<file path="src/rtl/imem_loader.sv">
// imem_loader: receives a length-prefixed program image one byte at a time,
// assembles little-endian 32-bit words and writes them to instruction memory.
// The CPU core is held in reset until the whole image has been written.
// Optional feature macro: LOADER_CHECKSUM_EN adds a trailing XOR checksum
// byte that must match all payload bytes before the load is declared done.
module imem_loader #(
  parameter int ADDR_WIDTH = 8
) (
  input  logic                  clk,
  input  logic                  rst,
  input  logic [7:0]            rx_data,
  input  logic                  rx_valid,
  output logic                  rx_ready,
  output logic                  wr_en,
  output logic [ADDR_WIDTH-1:0] wr_addr,
  output logic [31:0]           wr_data,
  output logic                  cpu_rst,
  output logic                  done,
  output logic                  error,
  output logic [ADDR_WIDTH:0]   word_count
);

  localparam logic [31:0] MAX_WORDS = 32'(2 ** ADDR_WIDTH);

`ifdef LOADER_CHECKSUM_EN
  typedef enum logic [2:0] {LEN_LO, LEN_HI, DATA, CHECK, DONE, ERR} state_t;
`else
  typedef enum logic [2:0] {LEN_LO, LEN_HI, DATA, DONE, ERR} state_t;
`endif

  state_t                r_state;
  state_t                w_state_next;
  logic [15:0]           r_len;
  logic [1:0]            r_byte_idx;
  logic [23:0]           r_buf;
  logic                  r_wr_en;
  logic [ADDR_WIDTH-1:0] r_wr_addr;
  logic [31:0]           r_wr_data;
  logic [ADDR_WIDTH:0]   r_word_count;
`ifdef LOADER_CHECKSUM_EN
  logic [7:0]            r_csum;
`endif

  logic                  w_rx_ready;
  logic                  w_done;
  logic                  w_error;
  logic                  w_cpu_rst;
  logic                  w_accept;
  logic [15:0]           w_len_full;
  logic                  w_len_bad;
  logic                  w_last_word;
  logic [ADDR_WIDTH:0]   w_count_inc;

  assign w_accept    = rx_valid && w_rx_ready;
  // Length as it will be once the high byte currently on rx_data is taken.
  assign w_len_full  = {rx_data, r_len[7:0]};
  assign w_len_bad   = (w_len_full == 16'd0) || ({16'b0, w_len_full} > MAX_WORDS);
  assign w_count_inc = r_word_count + {{ADDR_WIDTH{1'b0}}, 1'b1};
  // The word being completed now is the final one of the frame.
  assign w_last_word = ({16'b0, r_len} == 32'(w_count_inc));

  // State register; reset has priority over any byte arriving on the same edge.
  always_ff @(posedge clk) begin
    // NOTE: sequential state uses non-blocking assignments so every register
    // samples pre-edge values, independent of statement order.
    if (rst) r_state <= LEN_LO;
    else     r_state <= w_state_next;
  end

  // Next-state decode and per-state status outputs.
  always_comb begin
    // NOTE: every signal driven here gets a default first so no path can
    // leave it unassigned, which would otherwise infer a latch.
    w_state_next = r_state;
    w_rx_ready   = 1'b0;
    w_done       = 1'b0;
    w_error      = 1'b0;
    w_cpu_rst    = 1'b1;
    case (r_state)
      LEN_LO: begin
        w_rx_ready = 1'b1;
        if (rx_valid) w_state_next = LEN_HI;
      end
      LEN_HI: begin
        w_rx_ready = 1'b1;
        if (rx_valid) w_state_next = w_len_bad ? ERR : DATA;
      end
      DATA: begin
        w_rx_ready = 1'b1;
        if (rx_valid && (r_byte_idx == 2'd3) && w_last_word) begin
`ifdef LOADER_CHECKSUM_EN
          w_state_next = CHECK;
`else
          w_state_next = DONE;
`endif
        end
      end
`ifdef LOADER_CHECKSUM_EN
      CHECK: begin
        w_rx_ready = 1'b1;
        if (rx_valid) w_state_next = (rx_data == r_csum) ? DONE : ERR;
      end
`endif
      DONE: begin
        w_done    = 1'b1;
        w_cpu_rst = 1'b0;
      end
      ERR: begin
        w_error = 1'b1;
      end
      default: w_state_next = LEN_LO;
    endcase
  end

  // Datapath: length capture, byte assembly, write strobe and word counter.
  always_ff @(posedge clk) begin
    if (rst) begin
      r_len        <= '0;
      r_byte_idx   <= '0;
      r_buf        <= '0;
      r_wr_en      <= 1'b0;
      r_wr_addr    <= '0;
      r_wr_data    <= '0;
      r_word_count <= '0;
`ifdef LOADER_CHECKSUM_EN
      r_csum       <= '0;
`endif
    end else begin
      r_wr_en <= 1'b0;
      if (w_accept) begin
        case (r_state)
          LEN_LO: r_len[7:0]  <= rx_data;
          LEN_HI: r_len[15:8] <= rx_data;
          DATA: begin
            r_byte_idx <= r_byte_idx + 2'd1;
`ifdef LOADER_CHECKSUM_EN
            r_csum     <= r_csum ^ rx_data;
`endif
            case (r_byte_idx)
              2'd0: r_buf[7:0]   <= rx_data;
              2'd1: r_buf[15:8]  <= rx_data;
              2'd2: r_buf[23:16] <= rx_data;
              default: begin
                // Address is the count before this word; count and strobe
                // become visible together on the next cycle.
                r_wr_en      <= 1'b1;
                r_wr_addr    <= r_word_count[ADDR_WIDTH-1:0];
                r_wr_data    <= {rx_data, r_buf};
                r_word_count <= w_count_inc;
              end
            endcase
          end
          default: ;
        endcase
      end
    end
  end

  assign rx_ready   = w_rx_ready;
  assign wr_en      = r_wr_en;
  assign wr_addr    = r_wr_addr;
  assign wr_data    = r_wr_data;
  assign word_count = r_word_count;
  assign cpu_rst    = w_cpu_rst;
  assign done       = w_done;
  assign error      = w_error;

endmodule

</file>
<file path="config.mk">
export PLATFORM = sky130hd
export DESIGN_NAME = imem_loader
export DESIGN_NICKNAME = d
export VERILOG_FILES = /design/src/rtl/imem_loader.sv
export SDC_FILE = /design/constraint.sdc
export NUM_CORES = 1
export LEC_CHECK = 0
export ABC_AREA = 1
export CAP_MARGIN = 10
export CORE_MARGIN = 3
export CORE_UTILIZATION = 53
export DETAILED_ROUTE_END_ITERATION = 10
export PLACE_DENSITY = 0.82
export SLEW_MARGIN = 20
export SYNTH_ARGS = -nofsm -noshare
export SYNTH_HDL_FRONTEND = slang
export SYNTH_SLANG_ARGS = --single-unit
</file>
<file path="constraint.sdc">
create_clock -name clk -period 2.3 [get_ports clk]
set_clock_uncertainty 0.15 [all_clocks]
set_input_delay 0.345 -clock clk [delete_from_list [all_inputs] [get_ports clk]]
set_output_delay 0.345 -clock clk [all_outputs]
set_load 0.05 [all_outputs]
</file>
==> results.py <==
metrics = {
    "floorplanning": {
        "die_x_um": 92.4,
        "die_area_mm2": 0.00853,
        "fp.dieH_um": 92.4,
        "pin_count": 65,
        "num_rows": 30,
        "start_util": 0.563,
        "core-area_mm2": 0.00702,
    },
    "final_layout": {
        "drive_gt1_frac": 0.0950,
        "final_util": 0.699,
        "final_cell_mix": "107 x nand2_1, 95 x dfxtp_1, 87 x a21oi_1, 59 x clkdlybuf4s50_1, 54 x nor2_1",
        "stdcell_count": 696,
        "nNetsFinal": 612,
        "syn2layout_area_growth_pct": 24.1,
        "diodes": 0,
        "final_common_cell": "nand2_1",
        "fin_area_mm2": 0.00491,
    },
    "logic_synthesis": {
        "synth-compound-area-share": 0.179,
        "synth_top_family_by_area": "simple AND/OR/NAND/NOR gates",
        "synth_edf_count": 0,
        "ys_seq_area_frac": 0.481,
        "yosysWarnings": 0,
        "synthesis.instances": 530,
        "yosysTopAreaCell": "dfxtp_1",
        "ys_seq_elements": 95,
        "synth_top_flop_cell": "dfxtp_1",
        "synth.distinct_cells": 27,
        "async_flop_share": 0,
        "synth-simple-area-share": 0.242,
        "synth_mux_area_frac": 0,
        "yosys.area.top_type_share": 0.481,
        "ys_top_cells_by_area": "dfxtp_1 48%, a21oi_1 11%, nand2_1 10%",
        "syn_nets": 547,
        "syn_area_per_cell_um2": 7.46,
        "synth_adder_area_share": 0.0190,
        "syn_area_mm2": 0.00395,
        "synth_xor_area_frac": 0,
    },
    "timing": {
        "fin_tns_setup_ps": 0,
        "timing.slew.headroom": 0.617,
        "report.final.slew_viol_count": 0,
        "finalHoldViolCount": 0,
        "finalSetupViolations": 0,
        "rsz0062_at_grt": "false",
        "finalCritPeriodShare": 0.970,
        "finalCriticalPeriod_ps": 2230,
        "fmax_mhz": 448,
        "layout_setup_ws_ps": 68.4,
        "max_slew.worst_pin.slew_ps": 568,
    },
    "cts": {
        "clk_path_buf_depth": 2,
        "root_buffer": "clkbuf_8",
        "cts-buffers-inserted": 9,
        "post-cts-setup-buffer-count": 0,
        "htreeDepth": 3,
        "cts_tree": "built",
        "cts.sinks": 95,
        "insertion_delay_ps": 370,
        "ctsHoldBuffers": 0,
        "clkTransAtPathRegs_ps": 100,
    },
    "critical_path": {
        "endpoint_kind": "primary output",
        "cp-start-kind": "register",
        "crit_type": "register to primary output",
        "cp_slowest_stage_delay_ps": 870,
        "r2r_cells": 12,
        "r2r_slack_ps": 400,
        "path_cells": "clkdlybuf4s50_1",
        "cp_num_buf_inv": 1,
        "crit_arrival_ps": 1740,
        "path_delay_family": "buffers and inverters",
        "required_ps": 1800,
        "startpoint": "word_count[2]",
        "cp_slowest_cell": "clkdlybuf4s50_1",
        "r2r-start": "word_count[0]",
        "crit_fanout": 8,
        "r2r-end": "r_state[2]",
    },
    "detailed_routing": {
        "viasPerCell": 5.24,
        "drt-total-wl_um": 9390,
        "drtIter0Drc": 238,
        "detail-route-antenna-nets": 0,
        "dr.pass1.iters": 5,
        "drc": 0,
        "num_vias": 3646,
        "wl_per_cell_um": 13.5,
    },
    "grt": {
        "grt_use_met2": 0.353,
        "grt_first_pass_wirelength_um": 15500,
        "grt.met1_usage": 0.308,
        "grt.met3_usage": 0.0414,
        "grt_pass1_vias": 3299,
        "grt_overflow": 0,
        "grt_usage": 0.222,
        "antenna_found_initial": 0,
        "grt.busiest_layer": "met2",
        "grt_max_degree": 48,
    },
    "run": {
        "drv_cap": 0,
    },
    "place": {
        "place_ws_ps": 174,
        "place_hpwl_um": 6810,
        "port_buffers": 64,
        "place_area_mm2": 0.00473,
        "post-place-cells": 680,
        "gp_congestion": 0.898,
    },
    "power_and_ir_drop": {
        "seqPwrFrac": 0.515,
        "vdd_drop_max_mv": 0.457,
        "netSwitchingPower_mw": 1.16,
        "clock_power_share": 0.290,
        "internal_power_mw": 2.41,
        "power_frac_comb": 0.196,
        "cellPowerDensity_mw_per_mm2": 727,
        "leakage_nw": 1.94,
        "p_sw_frac": 0.326,
    },
    "run_status": {
        "outcome": "complete, no violations",
    },
    "worst_hold_path": {
        "hold_start": "r_buf[10]",
        "holdPathStages": 2,
        "hold_path_class": "register to register",
        "holdPathEnd": "wr_data[10]",
    },
}
[worst max path at each step]
stage / end / slack [ps] / depth (start not counted)
2_1_floorplan: cpu_rst / 80 / 5
3_3_place_gp: r_state[2] / 180 / 12
3_5_place_dp: r_state[2] / 170 / 12
4_1_cts: word_count[3] / 50 / 1
5_1_grt: word_count[2] / 20 / 1
6_report: word_count[2] / 70 / 1
[final cells by class]
class,count,area [µm²]
multi-input combinational,361,1740
sequential,95,1900
timing repair buffer,78,776
clock buffer,10,128
fill,594,2110
inverter,50,191
tap,96,120
clock inverter,6,52.6
[what timing repair did]
action | CTS | global route
endpoints found under the hold margin | 0 | 0
gates resized for setup | 0 | 1
setup endpoints to repair | 0 | 1
[metal layers]
| metal | vias up | wire [µm] | share of wire |
|---|---|---|---|
| met5 | - | 0 | 0 |
| li1 | 1852 | - | - |
| met4 | 0 | 172 | 0.018 |
| met2 | 136 | 4270 | 0.45 |
| met3 | 16 | 626 | 0.067 |
| met1 | 1642 | 4330 | 0.46 |
[cell usage after synthesis (2+ instances only)]
cell type / number
inv_1: 46
ha_1: 6
inv_2: 2
o21ai_1: 2
clkbuf_1: 14
a21oi_1: 87
nand2_2: 5
buf_4: 5
dfxtp_1: 95
a31oi_1: 4
nand2_1: 107
nor2_4: 3
nand4_1: 4
nand3_2: 3
nand3_1: 27
nor2_1: 54
nor2_2: 5
nand2_4: 4
o21ai_0: 46
buf_2: 4
[cell families (layout without fill, tap and decap cells)]
kind of cell,Yosys count,count (layout)
AOI/OAI and AO/OA,140,140
and+or+nand+nor,215,215
buffers and inverters,74,144
DFF,95,95
adders and majority gates,6,6
[registers in the layout, indices dropped and copies added, names as in the netlist]
register    cells
r_buf          24
r_byte_idx      2
r_len          16
r_state         3
word_count      9
wr_addr         8
wr_data        32
wr_en           1
[stage by stage]
step	total power, mW	hold slack, ps
2_1_floorplan	2.39	279
3_3_place_gp	2.54	288
3_5_place_dp	2.57	302
4_1_cts	3.58	314
5_1_grt	3.76	337
6_report	3.57	312
[power by group through the flow]
| stage | Clock (mW) | Sequential [mW] | Combinational (mW) |
|---|---|---|---|
| 2_1_floorplan | 0 | 1.86 | 0.533 |
| 3_3_place_gp | 0 | 1.87 | 0.672 |
| 3_5_place_dp | 0 | 1.87 | 0.696 |
| 4_1_cts | 1.04 | 1.83 | 0.699 |
| 5_1_grt | 1.12 | 1.85 | 0.789 |
| 6_report | 1.03 | 1.84 | 0.699 |
(Power assumes the default switching activity.)
